$ cat config.mk
export PLATFORM = sky130hd
export DESIGN_NAME = pc_sequencer
export DESIGN_NICKNAME = d
export VERILOG_FILES = /design/src/rtl/riscv_pkg.sv /design/src/rtl/next_pc_mux.sv /design/src/rtl/pc_sequencer.sv
export SDC_FILE = /design/constraint.sdc
export NUM_CORES = 1
export LEC_CHECK = 0
export BUFFER_PORTS_ARGS = -buffer_cell sky130_fd_sc_hd__clkbuf_2
export CORE_MARGIN = 2
export CORE_UTILIZATION = 45
export DETAILED_ROUTE_END_ITERATION = 7
export PLACE_DENSITY = 0.78
export REMOVE_ABC_BUFFERS = 1
export SYNTH_ARGS = -nofsm -noshare
export SYNTH_HDL_FRONTEND = slang
export SYNTH_SLANG_ARGS = --single-unit
$ cat constraint.sdc
create_clock -name clk -period 3.41 [get_ports clk]
set_input_delay 0.1705 -clock clk [delete_from_list [all_inputs] [get_ports clk]]
set_output_delay 0.1705 -clock clk [all_outputs]
set_load 0.02 [all_outputs]
$ cat src/rtl/riscv_pkg.sv
// Shared definitions for the PC sequencing slice: sequencer state encoding,
// PC increment, default vectors and an alignment helper.
package riscv_pkg;

    typedef enum logic [1:0] {
        ST_BOOT = 2'd0,
        ST_RUN  = 2'd1,
        ST_HALT = 2'd2,
        ST_TRAP = 2'd3
    } seq_state_e;

    localparam logic [31:0] PC_INC               = 32'd4;
    localparam logic [31:0] DEFAULT_RESET_VECTOR = 32'h0000_0000;
    localparam logic [31:0] DEFAULT_TRAP_VECTOR  = 32'h0000_0100;
    localparam int unsigned DEFAULT_BOOT_CYCLES  = 4;

    // Instruction addresses must be word aligned.
    function automatic logic is_misaligned(input logic [31:0] addr);
        return addr[1:0] != 2'b00;
    endfunction

endpackage

$ cat src/rtl/next_pc_mux.sv
// Combinational next-PC selection. Also reports which redirect was chosen
// in RUN so the sequencer FSM can take its state transition.
module next_pc_mux
    import riscv_pkg::*;
#(
    parameter logic [31:0] RESET_VECTOR = DEFAULT_RESET_VECTOR,
    parameter logic [31:0] TRAP_VECTOR  = DEFAULT_TRAP_VECTOR
) (
    input  logic        reset_ni,
    input  seq_state_e  state_i,
    input  logic [31:0] pc_cur_i,
    input  logic        stall_i,
    input  logic        branch_taken_i,
    input  logic [31:0] branch_target_i,
    input  logic        jalr_en_i,
    input  logic [31:0] jalr_target_i,
    input  logic        trap_req_i,
    input  logic        halt_req_i,
    output logic [31:0] pc_next_o,
    output logic        fetch_en_o,
    output logic        trap_o,
    output logic        halt_o,
    output logic        misalign_o
);

    logic [31:0] jalr_addr;

    assign jalr_addr = jalr_target_i & ~32'd1;

    // Priority mux: trap > halt > jalr > branch > stall > sequential.
    always_comb begin
        pc_next_o  = RESET_VECTOR;
        fetch_en_o = 1'b0;
        trap_o     = 1'b0;
        halt_o     = 1'b0;
        misalign_o = 1'b0;
        if (reset_ni) begin
            unique case (state_i)
                ST_BOOT: begin
                    pc_next_o = RESET_VECTOR;
                end
                ST_RUN: begin
                    fetch_en_o = 1'b1;
                    if (trap_req_i) begin
                        pc_next_o = TRAP_VECTOR;
                        trap_o    = 1'b1;
                    end else if (halt_req_i) begin
                        pc_next_o = pc_cur_i;
                        halt_o    = 1'b1;
                    end else if (jalr_en_i) begin
                        if (is_misaligned(jalr_addr)) begin
                            pc_next_o  = TRAP_VECTOR;
                            misalign_o = 1'b1;
                        end else begin
                            pc_next_o = jalr_addr;
                        end
                    end else if (branch_taken_i) begin
                        if (is_misaligned(branch_target_i)) begin
                            pc_next_o  = TRAP_VECTOR;
                            misalign_o = 1'b1;
                        end else begin
                            pc_next_o = branch_target_i;
                        end
                    end else if (stall_i) begin
                        pc_next_o = pc_cur_i;
                    end else begin
                        pc_next_o = pc_cur_i + PC_INC;
                    end
                end
                ST_HALT: begin
                    pc_next_o = pc_cur_i;
                end
                ST_TRAP: begin
                    pc_next_o = TRAP_VECTOR;
                end
                default: begin
                    pc_next_o = RESET_VECTOR;
                end
            endcase
        end
    end

endmodule

$ cat src/rtl/pc_sequencer.sv
// PC sequencer: BOOT/RUN/HALT/TRAP control FSM with boot counter, exception
// PC capture and misalignment pulse. Next-PC selection lives in next_pc_mux.
module pc_sequencer
    import riscv_pkg::*;
#(
    parameter logic [31:0] RESET_VECTOR = DEFAULT_RESET_VECTOR,
    parameter logic [31:0] TRAP_VECTOR  = DEFAULT_TRAP_VECTOR,
    parameter int unsigned BOOT_CYCLES  = DEFAULT_BOOT_CYCLES
) (
    input  logic        clk,
    input  logic        reset,
    input  logic [31:0] pc_cur,
    input  logic        stall,
    input  logic        branch_taken,
    input  logic [31:0] branch_target,
    input  logic        jalr_en,
    input  logic [31:0] jalr_target,
    input  logic        trap_req,
    input  logic        halt_req,
    input  logic        resume,
    output logic [31:0] pc_next,
    output logic        fetch_en,
    output logic [1:0]  state,
    output logic [31:0] epc,
    output logic        misalign_err
);

    localparam logic [3:0] BOOT_INIT = 4'(BOOT_CYCLES - 1);

    seq_state_e  state_q, state_d;
    logic [3:0]  cnt_q, cnt_d;
    logic [31:0] epc_q, epc_d;
    logic        mis_q, mis_d;

    logic        take_trap;
    logic        take_halt;
    logic        take_mis;

    next_pc_mux #(
        .RESET_VECTOR (RESET_VECTOR),
        .TRAP_VECTOR  (TRAP_VECTOR)
    ) u_mux (
        .reset_ni        (reset),
        .state_i         (state_q),
        .pc_cur_i        (pc_cur),
        .stall_i         (stall),
        .branch_taken_i  (branch_taken),
        .branch_target_i (branch_target),
        .jalr_en_i       (jalr_en),
        .jalr_target_i   (jalr_target),
        .trap_req_i      (trap_req),
        .halt_req_i      (halt_req),
        .pc_next_o       (pc_next),
        .fetch_en_o      (fetch_en),
        .trap_o          (take_trap),
        .halt_o          (take_halt),
        .misalign_o      (take_mis)
    );

    // Next-state logic: boot countdown, trap/halt entry, single-cycle TRAP.
    always_comb begin
        state_d = state_q;
        cnt_d   = cnt_q;
        epc_d   = epc_q;
        mis_d   = 1'b0;
        unique case (state_q)
            ST_BOOT: begin
                if (cnt_q == '0) begin
                    state_d = ST_RUN;
                end else begin
                    cnt_d = cnt_q - 4'd1;
                end
            end
            ST_RUN: begin
                if (take_trap || take_mis) begin
                    state_d = ST_TRAP;
                    epc_d   = pc_cur;
                    mis_d   = take_mis;
                end else if (take_halt) begin
                    state_d = ST_HALT;
                end
            end
            ST_HALT: begin
                if (resume) begin
                    state_d = ST_RUN;
                end
            end
            ST_TRAP: begin
                state_d = ST_RUN;
            end
            default: begin
                state_d = ST_BOOT;
            end
        endcase
    end

    // State, counter, epc and misalign pulse registers.
    always_ff @(posedge clk) begin
        if (!reset) begin
            state_q <= ST_BOOT;
            cnt_q   <= BOOT_INIT;
            epc_q   <= '0;
            mis_q   <= 1'b0;
        end else begin
            state_q <= state_d;
            cnt_q   <= cnt_d;
            epc_q   <= epc_d;
            mis_q   <= mis_d;
        end
    end

    assign state        = state_q;
    assign epc          = epc_q;
    assign misalign_err = mis_q;

endmodule
After elaboration in Yosys (flattened, before gate mapping)
Cells that the tools add are included.
{ "totals": {"ff_bits": 39, "latchBits": 0, "output_inout_bits": 68, "elab_cells": 52, "mem_bits_ro": 0, "n_memories": 0, "input_bits": 104, "ramBits": 0} }
{ "classes": {"magnitude_cmp": 0, "add_sub_neg": 2, "mux": 31, "n_reduce_logical": 8, "div": 0, "n_eq_ne": 6, "n_shift": 0, "bitwise_logic": 1, "mul": 0} }
{ "ops": {"columns": ["operator", "count"], "rows": [
  ["$mux 32", 8],
  ["$pmux 32 s4", 1],
  ["$add 32x3->32 const B", 1],
  ["$mux 1", 17],
  ["$mux 2", 4],
  ["$pmux 2 s4", 1],
  ["$reduce_and 3->1", 2],
  ["$eq 2x2->1 const B", 2],
  ["$logic_not 4->1", 1],
  ["$ne 2x2->1 const B", 2],
  ["$reduce_and 2->1", 2],
  ["$sub 4x1->4 const B", 1],
  ["$ne 3x3->1 const B", 1],
  ["$eq 2x1->1 const B", 1],
  ["$logic_not 2->1", 1],
  ["$reduce_bool 2->1", 1],
  ["$logic_or 1x1->1", 1],
  ["$not 1->1", 1]
]} }

Longest topological paths before layout
Gate-level depths: netlist of the first run.
{ "depth": {"depth_word": 11, "mapped_depth": 8, "depth_no_buf": 6} }

Modules after synthesis
From an unflattened synthesis of the first run, not the netlist that was laid out.
{ "unflattened": {"hier_cells": 513, "hier_area_um2": 3683.5} }
{ "by_module_without_submodules": {"columns": ["module", "cells_per_inst", "n_inst", "seq_area_each_um2", "area_each_um2"], "rows": [
  ["next_pc_mux", 327, 1, 0.0, 2047.0],
  ["pc_sequencer", 186, 1, 780.7, 1636.6]
]} }

Worst setup path before layout of the first run
Ideal clock, no wire load.
{ "synth_timing": {"path_kind": "register -> output", "from": "reg state_q[1] (netlist: state[1])", "to": "out pc_next[6]", "arrival_ps": 2311, "required_time_ps": 3239, "slack_ps": 928, "path_stages_with_launch": 6, "path_buffers": 2, "path_cell_list": "dfxtp_1 -> buf_2 -> nor2b_1 -> clkbuf_1 -> a211oi_1 -> a2111oi_0"} }
{ "synth_via": {"elab_chain_len": 3, "word_cells_on_any_way": 6, "classes_between": "eq/ne: 3; mux: 2; reduce/logical: 1"} }
{ "synth_lines": {"columns": ["element", "line_no", "source"], "rows": [
  ["start: declaration", "pc_sequencer.sv:30", "seq_state_e state_q, state_d;"],
  ["start signal: assignment", "pc_sequencer.sv:105", "state_q <= state_d;"],
  ["$eq 2x2->1 (tied with other cells)", "next_pc_mux.sv:38", "unique case (state_i)"],
  ["$pmux 32 s4 (*)", "next_pc_mux.sv:38", null],
  ["$mux 32 (*)", "next_pc_mux.sv:37", "if (reset_ni) begin"],
  ["end: declaration", "pc_sequencer.sv:21", "output logic [31:0] pc_next,"]
]} }
Mark *: on every way between the ends. The rest lies on a longest branch, timed or not.

Worst setup path after layout of the first run
{ "layout_timing": {"from": "reg state_q[0] (netlist: state[0])", "to": "out pc_next[25]"} }
Same word-level chain as after synthesis.

==> results of run 1 <==
how the worst max path moves through the flow:
| stage | cells after the start | slack, ps | start | to |
|---|---|---|---|---|
| after floorplan | 3 | 640 | state[1]$_SDFFE_PN0P_ | pc_next[6] |
| after global placement | 6 | 1000 | state[0]$_SDFFE_PN0P_ | pc_next[25] |
| after detailed placement | 6 | 920 | state[0]$_SDFFE_PN0P_ | pc_next[25] |
| after CTS | 6 | 590 | state[0]$_SDFFE_PN0P_ | pc_next[25] |
| after global routing | 6 | 360 | state[0]$_SDFFE_PN0P_ | pc_next[25] |
| final | 6 | 480 | state[0]$_SDFFE_PN0P_ | pc_next[25] |
power groups by stage:
stage | clock network [mW] | registers [mW] | logic (mW)
3_5_place_dp | 0 | 0.557 | 0.800
5_1_grt | 0.487 | 0.555 | 0.886
3_3_place_gp | 0 | 0.551 | 0.780
4_1_cts | 0.464 | 0.546 | 0.803
6_report | 0.463 | 0.548 | 0.821
2_1_floorplan | 0 | 0.588 | 0.428
cells in the mapped netlist, drive strengths merged, types with 3 or more instances:
| master | n |
|---|---|
| and4 | 5 |
| nand4 | 18 |
| nor4 | 8 |
| xor2 | 3 |
| nor2 | 32 |
| a21boi | 3 |
| nor2b | 6 |
| o21a | 6 |
| nand3 | 38 |
| o21ai | 73 |
| a41oi | 3 |
| o22ai | 7 |
| nand2 | 31 |
| a31oi | 8 |
| mux2i | 5 |
| and2 | 6 |
| buf | 16 |
| clkbuf | 35 |
| a21oi | 68 |
| inv | 11 |
| a221o | 4 |
| a211oi | 6 |
| and3 | 11 |
| dfxtp | 39 |
| a221oi | 16 |
| a22o | 3 |
| a2111oi | 3 |
| nor3 | 17 |
| a22oi | 8 |
layout by cell type, fill, tap and decap left out, types with 6 or more instances in the layout:
master | netlist | final
sky130_fd_sc_hd__clkbuf_2 | 1 | 170
sky130_fd_sc_hd__o21ai_0 | 72 | 72
sky130_fd_sc_hd__a21oi_1 | 68 | 67
sky130_fd_sc_hd__dfxtp_1 | 39 | 39
sky130_fd_sc_hd__nand3_1 | 38 | 38
sky130_fd_sc_hd__nor2_1 | 31 | 31
sky130_fd_sc_hd__nand2_1 | 31 | 31
sky130_fd_sc_hd__nand4_1 | 18 | 18
sky130_fd_sc_hd__nor3_1 | 16 | 16
sky130_fd_sc_hd__a221oi_1 | 16 | 16
sky130_fd_sc_hd__buf_4 | 0 | 15
sky130_fd_sc_hd__and3_1 | 11 | 11
sky130_fd_sc_hd__inv_1 | 10 | 10
sky130_fd_sc_hd__a31oi_1 | 8 | 8
sky130_fd_sc_hd__a22oi_1 | 8 | 8
sky130_fd_sc_hd__o22ai_1 | 7 | 7
sky130_fd_sc_hd__nor4_1 | 6 | 6
sky130_fd_sc_hd__a211oi_1 | 6 | 6
sky130_fd_sc_hd__and2_1 | 6 | 6
sky130_fd_sc_hd__o21a_1 | 6 | 6
registers in the layout (all words and copies together), names as in the netlist:
name	flops
cnt_q	4
epc	32
misalign_err	1
state	2
routing by layer:
layer | vias to the layer above | GRT usage, % | share of wire, %
met5 | - | 0 | 0
met4 | 0 | 15.0 | 3.5
met3 | 51 | 5.32 | 11
met2 | 354 | 56.1 | 48
met1 | 2290 | 39.8 | 38
li1 | 2322 | - | -
critical path: cells and delay by family, from the launching register on:
family                 cells  cell delay [ps]
AOI/OAI and AO/OA          2              440
buffers and inverters      1              180
DFF                        1              500
and+or+nand+nor            3             1330
logic make-up (layout without fill, tap and decap cells):
kind of cell | Yosys count | in the layout
multiplexers | 5 | 5
XOR/XNOR | 5 | 5
flip-flops | 39 | 39
buffers and inverters | 62 | 204
AND/OR/NAND/NOR | 189 | 189
adder cells (fa/ha/maj) | 2 | 2
AO/OA/AOI/OAI | 227 | 227
through the flow:
step	total power, mW	utilization [%]	hold slack (ps)	setup slack, ps
6_report	1.83	59.6	126	482
5_1_grt	1.93	59.6	143	359
4_1_cts	1.81	59.6	122	589
3_5_place_dp	1.36	57.9	435	920
3_3_place_gp	1.33	57.9	419	1000
2_1_floorplan	1.02	-	232	644
final cells by class:
cell class / instances / share of cell area [%]
multi-input cells: 428 / 55.6
repair buffers: 185 / 20.9
flip-flops and latches: 39 / 17.0
well taps: 102 / 2.77
clock buffers: 6 / 1.58
clock inverters: 2 / 1.30
inverters: 11 / 0.896
==> metrics.txt, run 1 <==
# TYPE chip_impl_metric gauge
chip_impl_info{name="outcome",value="finished clean"} 1
chip_impl_metric{name="floorplan.rows",unit=""} 32
chip_impl_metric{name="finish.instance_area",unit="µm²"} 4610
chip_impl_metric{name="compound_gate_fraction_of_synth_area",unit="%"} 39.0
chip_impl_metric{name="synthAdderAreaFrac",unit="%"} 0.698
chip_impl_info{name="timing_worst_setup_path_type",value="register to output pin"} 1
chip_impl_metric{name="routed_via_density",unit=""} 6.49
chip_impl_metric{name="tritoncts_num_sinks",unit=""} 39
chip_impl_info{name="whs_endpoint",value="epc[0]$_SDFFE_PN0P_"} 1
chip_impl_metric{name="netlist_area",unit="µm²"} 3590
chip_impl_metric{name="multi_input_comb_area",unit="µm²"} 2560
chip_impl_metric{name="netlist_instances",unit=""} 529
chip_impl_metric{name="finClkSkew",unit="ps"} 3.33
chip_impl_metric{name="synth_enable_flop_cells",unit=""} 0
chip_impl_metric{name="detailed_place_hpwl",unit="µm"} 10900
chip_impl_metric{name="port-buffer-count",unit=""} 170
chip_impl_info{name="post_synth_main_area_contributors",value="sky130_fd_sc_hd__dfxtp_1, sky130_fd_sc_hd__o21ai_0, sky130_fd_sc_hd__a21oi_1"} 1
chip_impl_metric{name="netlist.area_leader.share",unit="%"} 21.8
chip_impl_metric{name="finalSetupViolations",unit=""} 0
chip_impl_metric{name="hold_fails_final_rpt",unit=""} 0
chip_impl_metric{name="worst-path-max-fanout",unit=""} 10
chip_impl_metric{name="cts-root-to-sink-buffers",unit=""} 2
chip_impl_info{name="synth_ff_type",value="sky130_fd_sc_hd__dfxtp_1"} 1
chip_impl_metric{name="die_h",unit="µm"} 93.3
chip_impl_metric{name="crit_required",unit="ps"} 3240
chip_impl_metric{name="cts.repair.resized",unit=""} 0
chip_impl_metric{name="drtIter0Drc",unit=""} 354
chip_impl_metric{name="cts-htree-levels",unit=""} 2
chip_impl_metric{name="cts_post_setup_buffers_inserted",unit=""} 0
chip_impl_metric{name="insertedDiodeCount",unit=""} 0
chip_impl_metric{name="dr.pass1.iters",unit=""} 5
chip_impl_metric{name="number_of_register_bits_inferred_by_synthesis",unit=""} 39
chip_impl_metric{name="layout_min_cycle_time",unit="ps"} 2930
chip_impl_metric{name="core_area",unit="µm²"} 7730
chip_impl_info{name="reg2reg_to",value="epc[19]$_SDFFE_PN0P_"} 1
chip_impl_metric{name="post-place-cells",unit=""} 765
chip_impl_info{name="grt_setup_unrepaired",value="no"} 1
chip_impl_metric{name="slew_headroom",unit="%"} 27.8
chip_impl_metric{name="final_min_period_over_clock_period",unit="%"} 85.9
chip_impl_metric{name="max-cap-violations",unit=""} 0
chip_impl_metric{name="yosys_warnings",unit=""} 0
chip_impl_metric{name="layout.area.seq",unit="µm²"} 781
chip_impl_metric{name="instances_no_fill",unit=""} 773
chip_impl_metric{name="drc",unit=""} 0
chip_impl_metric{name="clk_latency",unit="ps"} 290
chip_impl_info{name="cts_root_buf",value="sky130_fd_sc_hd__clkbuf_8"} 1
chip_impl_metric{name="power.density_cell_area",unit="nW/µm²"} 398
chip_impl_metric{name="start_util",unit="%"} 46.4
chip_impl_metric{name="largest_stage_delay_on_the_critical_path",unit="ps"} 620
chip_impl_metric{name="num_io_pins",unit=""} 172
chip_impl_metric{name="post_synth_mux_area_share",unit="%"} 1.40
chip_impl_info{name="main_combinational_cell_family_by_area_after_synthesis",value="compound AO/OA/AOI/OAI gates"} 1
chip_impl_metric{name="globalplace.congestion",unit=""} 0.968
chip_impl_metric{name="grt_start_max_net_pins",unit=""} 45
chip_impl_metric{name="gr_overflow_total",unit=""} 0
chip_impl_metric{name="post_synth_num_cell_types",unit=""} 67
chip_impl_metric{name="clk_pin_slew",unit="ps"} 80
chip_impl_info{name="worst_hold_path_type",value="primary input to register"} 1
chip_impl_metric{name="final_routed_wire_length_divided_by_cell_count",unit="µm"} 19.0
chip_impl_info{name="cts_tree",value="yes"} 1
chip_impl_metric{name="critPathArrivalTime",unit="ps"} 2760
chip_impl_info{name="holdCritStartpoint",value="pc_cur[0]"} 1
chip_impl_metric{name="cell_depth_of_the_worst_hold_path",unit=""} 3
chip_impl_metric{name="max-vdd-ir-drop",unit="mV"} 0.306
chip_impl_metric{name="max_clock_freq",unit="MHz"} 342
chip_impl_info{name="worst_setup_path_start_kind",value="register"} 1
chip_impl_metric{name="first_global_vias",unit=""} 4682
chip_impl_metric{name="tns",unit="ps"} 0
chip_impl_metric{name="wire_length_of_the_first_global_routing_pass",unit="µm"} 22900
chip_impl_metric{name="cts_hold_repair.buffers",unit=""} 0
chip_impl_info{name="r2r_start",value="state[0]$_SDFFE_PN0P_"} 1
chip_impl_metric{name="rrSetupSlack",unit="ps"} 980
chip_impl_metric{name="wirelength",unit="µm"} 14700
chip_impl_metric{name="async_reset_ff_share",unit="%"} 0
chip_impl_metric{name="timing.reg2reg.worst_path_depth",unit=""} 6
chip_impl_metric{name="power.share.clock",unit="%"} 25.3
chip_impl_metric{name="p_leak",unit="nW"} 1.97
chip_impl_metric{name="die_w",unit="µm"} 93.3
chip_impl_metric{name="synthSimpleGateAreaFrac",unit="%"} 28.9
chip_impl_info{name="critical-path-slowest-cell",value="sky130_fd_sc_hd__or3b_1"} 1
chip_impl_metric{name="worst_pin_slew",unit="ps"} 1080
chip_impl_metric{name="area.growth.synth_to_final",unit="%"} 28.4
chip_impl_info{name="crit_chain",value="or3b_1, nor2_2, nand2_1, o21ai_0, o311a_1, clkbuf_2"} 1
chip_impl_metric{name="synth-xor-area-share",unit="%"} 1.22
chip_impl_metric{name="number_of_antenna_violations_at_the_first_check_in_global_routing",unit=""} 0
chip_impl_metric{name="fraction_of_layout_cells_with_a_size_suffix_above_1",unit="%"} 30.4
chip_impl_metric{name="net-switching-power",unit="mW"} 0.759
chip_impl_info{name="yosys.area.top_type",value="sky130_fd_sc_hd__dfxtp_1"} 1
chip_impl_metric{name="postRouteAntennaNets",unit=""} 0
chip_impl_metric{name="switching_share",unit="%"} 41.5
chip_impl_metric{name="power.internal",unit="mW"} 1.07
chip_impl_metric{name="drv_slew",unit=""} 0
chip_impl_metric{name="num-nets-final",unit=""} 776
chip_impl_metric{name="synth.avg_cell_area",unit="µm²"} 6.78
chip_impl_metric{name="grt.total_usage",unit="%"} 32.6
chip_impl_metric{name="power_frac_seq",unit="%"} 29.9
chip_impl_metric{name="die-area",unit="µm²"} 8700
chip_impl_metric{name="fillerInstances",unit=""} 749
chip_impl_metric{name="vias",unit=""} 5017
chip_impl_info{name="crit_path_end_kind",value="output pin"} 1
chip_impl_metric{name="seq_area_frac_synth",unit="%"} 21.8
chip_impl_metric{name="total_placed_instance_area",unit="µm²"} 4470
chip_impl_metric{name="comb_power_share",unit="%"} 44.8
chip_impl_metric{name="number_of_cts_inserted_buffers",unit=""} 5
No activity file was read; power rests on OpenSTA's default activity.
==> run 2, diff against run 1 <==
Settings changed: ABC_AREA set to 1.
==> metrics.txt, run 2 <==
# TYPE chip_impl_metric gauge
chip_impl_metric{name="critPathArrivalTime",unit="ps"} 2200
chip_impl_metric{name="drtIter0Drc",unit=""} 412
chip_impl_metric{name="cts-root-to-sink-buffers",unit=""} 2
chip_impl_info{name="grt_setup_unrepaired",value="no"} 1
chip_impl_info{name="yosys.area.top_type",value="sky130_fd_sc_hd__dfxtp_1"} 1
chip_impl_metric{name="die_w",unit="µm"} 94.5
chip_impl_metric{name="worst-path-max-fanout",unit=""} 18
chip_impl_metric{name="instances_no_fill",unit=""} 863
chip_impl_metric{name="async_reset_ff_share",unit="%"} 0
chip_impl_metric{name="postRouteAntennaNets",unit=""} 0
chip_impl_metric{name="fraction_of_layout_cells_with_a_size_suffix_above_1",unit="%"} 30.4
chip_impl_metric{name="max_clock_freq",unit="MHz"} 423
chip_impl_metric{name="core_area",unit="µm²"} 7850
chip_impl_metric{name="wire_length_of_the_first_global_routing_pass",unit="µm"} 21400
chip_impl_metric{name="vias",unit=""} 4885
chip_impl_info{name="crit_chain",value="inv_2, nor2_2, buf_4, nand2_1, a21oi_1, o211a_1, clkbuf_2"} 1
chip_impl_metric{name="cts_post_setup_buffers_inserted",unit=""} 0
chip_impl_metric{name="routed_via_density",unit=""} 5.66
chip_impl_metric{name="synth.avg_cell_area",unit="µm²"} 6.04
chip_impl_metric{name="dr.pass1.iters",unit=""} 5
chip_impl_metric{name="finalSetupViolations",unit=""} 0
chip_impl_metric{name="grt.total_usage",unit="%"} 30.0
chip_impl_metric{name="largest_stage_delay_on_the_critical_path",unit="ps"} 530
chip_impl_metric{name="layout.area.seq",unit="µm²"} 781
chip_impl_metric{name="wirelength",unit="µm"} 13500
chip_impl_metric{name="area.growth.synth_to_final",unit="%"} 25.5
chip_impl_info{name="cts_root_buf",value="sky130_fd_sc_hd__clkbuf_8"} 1
chip_impl_info{name="outcome",value="finished clean"} 1
chip_impl_info{name="worst_setup_path_start_kind",value="register"} 1
chip_impl_metric{name="netlist.area_leader.share",unit="%"} 21.2
chip_impl_metric{name="number_of_antenna_violations_at_the_first_check_in_global_routing",unit=""} 0
chip_impl_metric{name="final_min_period_over_clock_period",unit="%"} 69.4
chip_impl_metric{name="insertedDiodeCount",unit=""} 0
chip_impl_metric{name="cts_hold_repair.buffers",unit=""} 0
chip_impl_info{name="most_common_library_cell_in_the_layout_ignoring_fill_and_taps",value="sky130_fd_sc_hd__clkbuf_2"} 1
chip_impl_metric{name="final_routed_wire_length_divided_by_cell_count",unit="µm"} 15.7
chip_impl_metric{name="num-nets-final",unit=""} 866
chip_impl_metric{name="post_synth_num_cell_types",unit=""} 46
chip_impl_metric{name="hold_fails_final_rpt",unit=""} 0
chip_impl_info{name="layout_common_cells",value="sky130_fd_sc_hd__clkbuf_2, sky130_fd_sc_hd__nand2_1, sky130_fd_sc_hd__a21oi_1"} 1
chip_impl_info{name="cts_tree",value="yes"} 1
chip_impl_metric{name="num_io_pins",unit=""} 172
chip_impl_metric{name="start_util",unit="%"} 46.9
chip_impl_metric{name="drc",unit=""} 0
chip_impl_metric{name="worst_pin_slew",unit="ps"} 853
chip_impl_info{name="post-synth-top-count-cell",value="sky130_fd_sc_hd__nand2_1"} 1
chip_impl_info{name="timing_worst_setup_path_type",value="register to output pin"} 1
chip_impl_metric{name="fin_hold_ws",unit="ps"} 113
chip_impl_metric{name="clk_pin_slew",unit="ps"} 90
chip_impl_metric{name="largest_register_ffs",unit=""} 32
chip_impl_info{name="synth_ff_type",value="sky130_fd_sc_hd__dfxtp_1"} 1
chip_impl_metric{name="slew_headroom",unit="%"} 43.1
chip_impl_metric{name="power.density_cell_area",unit="nW/µm²"} 388
chip_impl_metric{name="post-place-cells",unit=""} 855
chip_impl_metric{name="die-area",unit="µm²"} 8920
chip_impl_metric{name="netlist_instances",unit=""} 610
chip_impl_metric{name="grt_start_max_net_pins",unit=""} 45
chip_impl_metric{name="yosys_warnings",unit=""} 0
chip_impl_metric{name="drv_slew",unit=""} 0
chip_impl_metric{name="first_global_vias",unit=""} 4598
chip_impl_metric{name="tritoncts_num_sinks",unit=""} 39
chip_impl_metric{name="port-buffer-count",unit=""} 170
chip_impl_metric{name="floorplan.rows",unit=""} 32
chip_impl_info{name="post_synth_main_area_contributors",value="sky130_fd_sc_hd__dfxtp_1, sky130_fd_sc_hd__nand2_1, sky130_fd_sc_hd__a21oi_1"} 1
chip_impl_metric{name="max-cap-violations",unit=""} 0
chip_impl_metric{name="detailed_place_hpwl",unit="µm"} 9970
chip_impl_metric{name="globalplace.congestion",unit=""} 0.949
chip_impl_metric{name="max-vdd-ir-drop",unit="mV"} 0.265
chip_impl_metric{name="seq_area_frac_synth",unit="%"} 21.2
chip_impl_info{name="worst_hold_path_type",value="primary input to register"} 1
chip_impl_metric{name="fillerInstances",unit=""} 831
chip_impl_metric{name="tns",unit="ps"} 0
chip_impl_metric{name="cts.repair.resized",unit=""} 0
chip_impl_metric{name="crit_required",unit="ps"} 3240
chip_impl_metric{name="p_leak",unit="nW"} 2.27
chip_impl_info{name="crit_path_end_kind",value="output pin"} 1
chip_impl_metric{name="die_h",unit="µm"} 94.5
chip_impl_metric{name="number_of_register_bits_inferred_by_synthesis",unit=""} 39
chip_impl_metric{name="gr_overflow_total",unit=""} 0
chip_impl_metric{name="finish.utilization",unit="%"} 58.9
chip_impl_metric{name="finClkSkew",unit="ps"} 9.13
chip_impl_metric{name="number_of_cts_inserted_buffers",unit=""} 5
chip_impl_info{name="critical-path-slowest-cell",value="sky130_fd_sc_hd__nor2_2"} 1
chip_impl_metric{name="netlist_area",unit="µm²"} 3680
chip_impl_metric{name="cts-htree-levels",unit=""} 2
chip_impl_info{name="ys_top_cells_by_count",value="sky130_fd_sc_hd__nand2_1, sky130_fd_sc_hd__a21oi_1, sky130_fd_sc_hd__nor2_1, sky130_fd_sc_hd__o21ai_0, sky130_fd_sc_hd__inv_1"} 1
chip_impl_metric{name="multi_input_comb_area",unit="µm²"} 2470
chip_impl_metric{name="synth_enable_flop_cells",unit=""} 0
chip_impl_metric{name="clk_latency",unit="ps"} 300
chip_impl_metric{name="layout_min_cycle_time",unit="ps"} 2370
==> run 2: cell types whose count changed in the layout (fill, tap and decap cells not counted), moves of 9 or more <==
cell                       before  now
sky130_fd_sc_hd__nor3_1        16    7
sky130_fd_sc_hd__o211ai_1       1   10
sky130_fd_sc_hd__a21oi_1       67   82
sky130_fd_sc_hd__nor2_1        31   55
sky130_fd_sc_hd__and3_1        11    0
sky130_fd_sc_hd__nand2_1       31  149
sky130_fd_sc_hd__inv_1         10   48
sky130_fd_sc_hd__o21ai_0       72   49
==> run 2: worst paths after layout <==
check	startpoint	to	cells after the start	slack, ps
setup / recovery	state[1]$_SDFFE_PN0P_	pc_next[2]	7	1040
setup reg to reg	state[0]$_SDFFE_PN0P_	epc[26]$_SDFFE_PN0P_	8	1540
hold / removal	pc_cur[0]	epc[0]$_SDFFE_PN0P_	3	110
hold reg to reg	cnt_q[0]$_SDFFE_PN1P_	cnt_q[0]$_SDFFE_PN1P_	2	470
==> run 2: worst max-delay path, delay by kind of cell, from the launching register on <==
family	cells	cell delay, ps
flip-flops	1	380
AO/OA/AOI/OAI	2	310
buffers and inverters	3	600
AND/OR/NAND/NOR	2	600
==> run 2: stage by stage <==
step           power, mW  instance area (µm²)  worst slack (ps)
2_1_floorplan       1.06                 3460              1040
3_3_place_gp        1.36                 4500              1270
3_5_place_dp        1.38                 4500              1230
4_1_cts             1.80                 4620              1040
5_1_grt             1.91                 4620               901
6_report            1.79                 4620              1040
==> run 2: power breakdown <==
group / switching [mW] / leakage (nW) / internal, mW
clock network: 0.182 / 0.0612 / 0.237
logic: 0.538 / 1.89 / 0.258
registers: 0.0467 / 0.317 / 0.531
==> run 2: cell families after synthesis <==
kind of cell / count (synthesis) / share of synthesized area (%)
adder cells (fa/ha/maj): 2 / 0.679
flip-flops: 39 / 21.2
AO/OA/AOI/OAI: 180 / 28.0
buffers and inverters: 92 / 11.8
AND/OR/NAND/NOR: 297 / 38.4
==> run 2: layout make-up <==
| cell class | count | share of cell area, % |
|---|---|---|
| clock buffers | 6 | 1.79 |
| clock inverters | 2 | 0.758 |
| inverters | 57 | 4.66 |
| multi-input cells | 479 | 53.4 |
| flip-flops and latches | 39 | 16.9 |
| well taps | 102 | 2.76 |
| repair buffers | 178 | 19.7 |
==> run 2: layer usage <==
layer	share of wire, %	vias up	track usage, %
met4	1.9	0	10.0
li1	-	2367	-
met2	47	246	50.8
met3	8.7	27	4.79
met1	43	2245	38.9
met5	0	-	0
